`src/rtl/tx_frame_sched_pkg.sv`:
```
// tx_frame_sched_pkg
// Shared definitions for the LVDS frame scheduler: channel count, frame
// width, FSM state encodings and the width of the partial-frame timeout
// counter (the counter exists only in TX_TIMEOUT_EN builds).
package tx_frame_sched_pkg;

  localparam int CH_NUM   = 2;
  localparam int FRAME_W  = CH_NUM * 8;
  localparam int TO_CNT_W = 16;

  typedef enum logic [1:0] {
    S_COLLECT = 2'd0,
    S_LAUNCH  = 2'd1,
    S_WAIT    = 2'd2
  } state_e;

endpackage

```
`src/rtl/tx_frame_sched_ch_slot.sv`:
```
// tx_frame_sched_ch_slot (channel slot, tx_ch_slot)
// One frame slot: a byte register plus its filled flag.
// Ports:
//   clk, rst_n   clock, async active-low reset
//   valid_i      source byte valid
//   hold_i       block acceptance (scheduler is launching)
//   pad_i        flush request: fill the slot with pad_byte_i if empty
//   clear_i      frame handed off, slot becomes free
//   data_i       source byte
//   pad_byte_i   filler byte for flushes
//   ready_o      slot can take a byte this cycle
//   filled_o     slot holds a byte
//   byte_o       stored byte
module tx_frame_sched_ch_slot (
  input  logic       clk,
  input  logic       rst_n,
  input  logic       valid_i,
  input  logic       hold_i,
  input  logic       pad_i,
  input  logic       clear_i,
  input  logic [7:0] data_i,
  input  logic [7:0] pad_byte_i,
  output logic       ready_o,
  output logic       filled_o,
  output logic [7:0] byte_o
);

  logic       filled_q;
  logic [7:0] byte_q;
  logic       accept;

  assign ready_o  = ~filled_q & ~hold_i;
  assign accept   = valid_i & ready_o;
  assign filled_o = filled_q;
  assign byte_o   = byte_q;

  // A real byte arriving on the flush edge wins over the pad byte.
  always_ff @(posedge clk or negedge rst_n) begin
    if (!rst_n) begin
      filled_q <= 1'b0;
      byte_q   <= 8'h00;
    end else if (clear_i) begin
      filled_q <= 1'b0;
    end else if (accept) begin
      filled_q <= 1'b1;
      byte_q   <= data_i;
    end else if (pad_i && !filled_q) begin
      filled_q <= 1'b1;
      byte_q   <= pad_byte_i;
    end
  end

endmodule

```
`src/rtl/tx_frame_sched.sv`:
```
// tx_frame_sched
// Collects one byte per channel into a frame and launches it to the LVDS
// serializer with a one-cycle tx_ena strobe, gated on tx_busy.
// Optional feature macro: TX_TIMEOUT_EN -- flush a partial frame padded
// with PAD_BYTE after TIMEOUT cycles; without it flush_pulse is tied 0.
// Ports:
//   clk, rst_n    clock, async active-low reset
//   ch_data       channel bytes, channel i on [8i+7:8i]
//   ch_valid      per-channel valid
//   ch_ready      per-channel slot free
//   tx_data       frame to serializer, slot i on [8i+7:8i]
//   tx_ena        one-cycle launch strobe
//   tx_busy       serializer busy
//   frame_cnt     frames launched (wraps)
//   flush_pulse   launched frame was padded
//
// state     | meaning
// S_COLLECT | filling slots, launch when full and serializer idle
// S_LAUNCH  | tx_ena high, serializer captures tx_data at closing edge
// S_WAIT    | next frame may fill, wait for serializer to go idle
module tx_frame_sched
  import tx_frame_sched_pkg::*;
#(
  parameter int         CNT_W    = 16,
  parameter int         TIMEOUT  = 255,
  parameter logic [7:0] PAD_BYTE = 8'hFF
) (
  input  logic               clk,
  input  logic               rst_n,
  input  logic [FRAME_W-1:0] ch_data,
  input  logic [CH_NUM-1:0]  ch_valid,
  output logic [CH_NUM-1:0]  ch_ready,
  output logic [FRAME_W-1:0] tx_data,
  output logic               tx_ena,
  input  logic               tx_busy,
  output logic [CNT_W-1:0]   frame_cnt,
  output logic               flush_pulse
);

  // Elaboration-time parameter sanity check.
  if (TIMEOUT < 1 || TIMEOUT >= (1 << TO_CNT_W)) begin : g_bad_timeout
    $error("tx_frame_sched: TIMEOUT out of range");
  end

  state_e             state_q, state_d;
  logic [CH_NUM-1:0]  filled;
  logic [CNT_W-1:0]   cnt_q;
  logic               launch;
  logic               all_full;
  logic               flush_go;

  assign launch   = (state_q == S_LAUNCH);
  assign all_full = &filled;
  assign tx_ena   = launch;
  assign frame_cnt = cnt_q;

  for (genvar i = 0; i < CH_NUM; i++) begin : g_slot
    tx_frame_sched_ch_slot u_slot (
      .clk        (clk),
      .rst_n      (rst_n),
      .valid_i    (ch_valid[i]),
      .hold_i     (launch),
      .pad_i      (flush_go),
      .clear_i    (launch),
      .data_i     (ch_data[8*i +: 8]),
      .pad_byte_i (PAD_BYTE),
      .ready_o    (ch_ready[i]),
      .filled_o   (filled[i]),
      .byte_o     (tx_data[8*i +: 8])
    );
  end

`ifdef TX_TIMEOUT_EN
  localparam logic [TO_CNT_W-1:0] TO_LIM = TO_CNT_W'(TIMEOUT);

  logic [TO_CNT_W-1:0] to_q, to_d;
  logic                partial;
  logic                flush_q;

  assign partial  = (state_q == S_COLLECT) && (|filled) && !all_full;
  assign flush_go = partial && (to_q >= TO_LIM) && !tx_busy;

  // Saturates at the limit so a busy serializer cannot wrap it past TIMEOUT.
  always_comb begin
    to_d = '0;
    if (partial) begin
      to_d = (to_q >= TO_LIM) ? to_q : to_q + 1'b1;
    end
  end

  always_ff @(posedge clk or negedge rst_n) begin
    if (!rst_n) begin
      to_q    <= '0;
      flush_q <= 1'b0;
    end else begin
      to_q    <= to_d;
      flush_q <= flush_go;
    end
  end

  assign flush_pulse = flush_q;
`else
  assign flush_go    = 1'b0;
  assign flush_pulse = 1'b0;
`endif

  always_comb begin
    state_d = state_q;
    case (state_q)
      S_COLLECT: begin
        if ((all_full && !tx_busy) || flush_go) state_d = S_LAUNCH;
      end
      S_LAUNCH:  state_d = S_WAIT;
      S_WAIT: begin
        if (!tx_busy) state_d = S_COLLECT;
      end
      default:   state_d = S_COLLECT;
    endcase
  end

  always_ff @(posedge clk or negedge rst_n) begin
    if (!rst_n) begin
      state_q <= S_COLLECT;
      cnt_q   <= '0;
    end else begin
      state_q <= state_d;
      if (launch) cnt_q <= cnt_q + 1'b1;
    end
  end

endmodule
```
`config.mk`:
```
export PLATFORM = sky130hd
export DESIGN_NAME = tx_frame_sched
export DESIGN_NICKNAME = d
export VERILOG_FILES = /design/src/rtl/tx_frame_sched_pkg.sv /design/src/rtl/tx_frame_sched_ch_slot.sv /design/src/rtl/tx_frame_sched.sv
export SDC_FILE = /design/constraint.sdc
export NUM_CORES = 1
export LEC_CHECK = 0
export BUFFER_PORTS_ARGS = -buffer_cell sky130_fd_sc_hd__buf_2
export CELL_PAD_IN_SITES_DETAIL_PLACEMENT = 0
export CELL_PAD_IN_SITES_GLOBAL_PLACEMENT = 1
export CORE_MARGIN = 10
export CORE_UTILIZATION = 41
export CTS_CLUSTER_DIAMETER = 100
export DETAILED_ROUTE_END_ITERATION = 10
export PLACE_DENSITY_LB_ADDON = 0.1
export SLEW_MARGIN = 10
export SYNTH_ARGS = -nofsm -noshare
export SYNTH_HDL_FRONTEND = slang
export SYNTH_HIERARCHICAL = 1
export SYNTH_SLANG_ARGS = --single-unit
export TNS_END_PERCENT = 1
```
`constraint.sdc`:
```
create_clock -name clk -period 3.94 [get_ports clk]
set_clock_uncertainty 0.15 [all_clocks]
set_input_delay 0.788 -clock clk [delete_from_list [all_inputs] [get_ports clk]]
set_output_delay 0.788 -clock clk [all_outputs]
set_load 0.005 [all_outputs]
```
==> out/results.ini <==
[run_status]
status = complete, no violations

[floorplanning]
ioPinCount = 57
dieArea_sq_um = 7410
initial_utilization_pct = 43.5
die_x_um = 86.1
core_sq_um = 4120
die_h_um = 86.1
rows = 23

[drt]
dr.pass1.iters = 4
routed_via_density = 5.22
ant_nets = 0
avgRoutedWirePerCell_um = 16.0
vias = 1456
drt-initial-drc-count = 70
drc_errors = 0
wl_mm = 4.46

[placed_design]
finalWeightedCongestion = 0.758
place_inst = 271
post-place-ws_ns = 1.82
port_buffers = 55
place_hpwl_mm = 3.25

[power_and_ir_drop]
p_leak_uw = 0.00115
clkPwrFrac_pct = 22.7
peakVddDrop_uv = 295
power-per-cell-area_nw_per_um2 = 635
p_comb_share_pct = 36.7
netSwitchingFraction_pct = 34.4
netSwitchingPower_uw = 487
p_int_uw = 928
power_frac_seq_pct = 40.7

[setup_path]
slowest_delay_ns = 0.40
path_max_fanout = 32
worst_setup_path_start_kind = flop
crit_arrival_ns = 1.48
critical-path-top-delay-family = buffers and inverters
critPathBufInv = 2
critPathKind = flop to output port
critPathCaptureType = output port
cp_slowest_cell = dfrtp_1
r2r_slack_ns = 1.98
cp.required_ns = 3.00
crit_chain = nand2b_4 -> inv_2 -> nor2_1 -> buf_2

[cts]
clk_path_buf_depth = 2
clk_pin_slew_ns = 0.07
htree_levels = 2
numCtsBuffers = 5
root_buffer = clkbuf_8
post_cts_buffers = 0
cts_sinks = 36
cts_resized = 0
postCtsHoldBufs = 0
clk_latency_ns = 0.29
cts_tree = done

[synthesis]
synth_seq_cells = 36
ys_top_cells_by_count = dfrtp_1, a31oi_1, and3b_1, o2bb2ai_1, xnor2_1
synth.most_common_cell = dfrtp_1
avgSynthCellArea_sq_um = 11.3
synth_edf_count = 0
syn-cell-area_sq_um = 1790
synth-async-reset-ratio_pct = 100
synth_top_cell_by_area = dfrtp_1
ys_seq_area_share_pct = 50.3
synthTopCellsByArea = dfrtp_1, and3b_1, o2bb2ai_1, xnor2_1, a31oi_1
ys_warn_count = 6
synth.distinct_cells = 30
synth_top_area_share_pct = 50.3
synthesis.instances = 159
ys.flop_type = dfrtp_1

[sta]
setup_viol_count_final = 0
slew_headroom_pct = 46.5
layout_setup_ws_ns = 1.52
setup_tns_ns = 0
worst_pin_slew_ns = 0.803
slew_viol_final = 0
period_share_pct = 61.4
rsz0062_at_grt = false
fmax_ghz = 0.413
finalCriticalPeriod_ns = 2.42
final_hold_viol_count = 0

[grt]
grt_pass1_vias = 1539
grt_max_degree = 37
grt.overflow.total = 0
track_usage_pct = 12.0
grt_pass1_wl_mm = 7.31
antenna_found_initial = 0

[worst_hold_path]
min_path_type = flop to flop

[final_layout]
diodes = 0
finalNetCount = 250
drive_above_1_share_pct = 29.3
syn2layout_area_growth_pct = 24.6
fin_cells = 279

[run]
maxCapViolCount = 0

## flip-flops by register name, summed over array words and instances (netlist names)
register	flops
frame_cnt	16
g_slot.u_slot/byte_o	16
g_slot.u_slot/filled_o	2
state_q	2
## logic make-up (layout without fill, tap and decap cells)
logic type / count (synthesis) / in the layout / share of synthesized area (%)
other: 2 / 19 / 0.419
AO/OA/AOI/OAI: 35 / 35 / 15.8
adder cells (fa/ha/maj): 1 / 1 / 0.699
flip-flops: 36 / 36 / 50.3
XOR/XNOR: 15 / 15 / 7.34
buffers and inverters: 11 / 64 / 4.05
AND/OR/NAND/NOR: 59 / 59 / 21.4
## worst register-to-register path, stage by stage (launching register included)
cell and delay (ns):
dfrtp_1 0.40, nand2b_4 0.19, inv_2 0.36, or2_1 0.38, o21bai_4 0.25, o2bb2ai_1 0.15
## final cells by class
type,instances,area [sq um]
clock buffer,6,72.6
sequential,36,901
clock inverter,2,35.0
timing repair buffer,55,275
fill,381,1880
multi-input combinational,129,881
inverter,1,3.75
tap,50,62.6
## metal layers
layer / part of all wire [%] / track usage, % / wire length, um
met1: 45 / 14.0 / 2010
met4: 1.3 / 4.34 / 56
met2: 45 / 18.8 / 2000
met3: 8.9 / 5.58 / 395
met5: 0 / 0 / 0
## power groups by stage
stage | registers (uW) | logic (uW) | clock network, uW
3_5_place_dp | 581 | 529 | 0
4_1_cts | 577 | 529 | 331
6_report | 576 | 519 | 321
2_1_floorplan | 581 | 344 | 0
3_3_place_gp | 578 | 512 | 0
5_1_grt | 593 | 579 | 348
## final timing paths
kind | cells after the start | end | start
setup / recovery | 4 | ch_ready[1] | state_q[1]
setup reg to reg | 5 | g_slot[1].u_slot/byte_o[4] | state_q[1]
hold reg to reg | 1 | state_q[0] | state_q[1]
hold / removal | 1 | state_q[0] | state_q[1]
min in group asynchronous | 1 | g_slot[0].u_slot/byte_o[1] | rst_n
max in group asynchronous | 1 | g_slot[1].u_slot/byte_o[0] | rst_n
## layout by cell type (no fill, tap or decap), types with 5 or more instances in the layout
master,n
clkbuf_8,5
and3_1,6
dfrtp_1,36
buf_2,55
nand2_1,12
and3b_1,16
conb_1,19
o2bb2ai_1,16
a31oi_1,16
xnor2_1,13
## stage by stage
step | instance area, sq um | total power (uW) | utilization, % | hold slack, ns
global route | 2230 | 1520 | 54.2 | 0.351
floorplan | 1850 | 924 | - | 0.280
finish | 2230 | 1420 | 54.2 | 0.320
detailed placement | 2120 | 1110 | 51.6 | 0.307
CTS | 2230 | 1440 | 54.2 | 0.324
global placement | 2120 | 1090 | 51.6 | 0.290
Note: power is estimated with default switching activity, not from simulation.
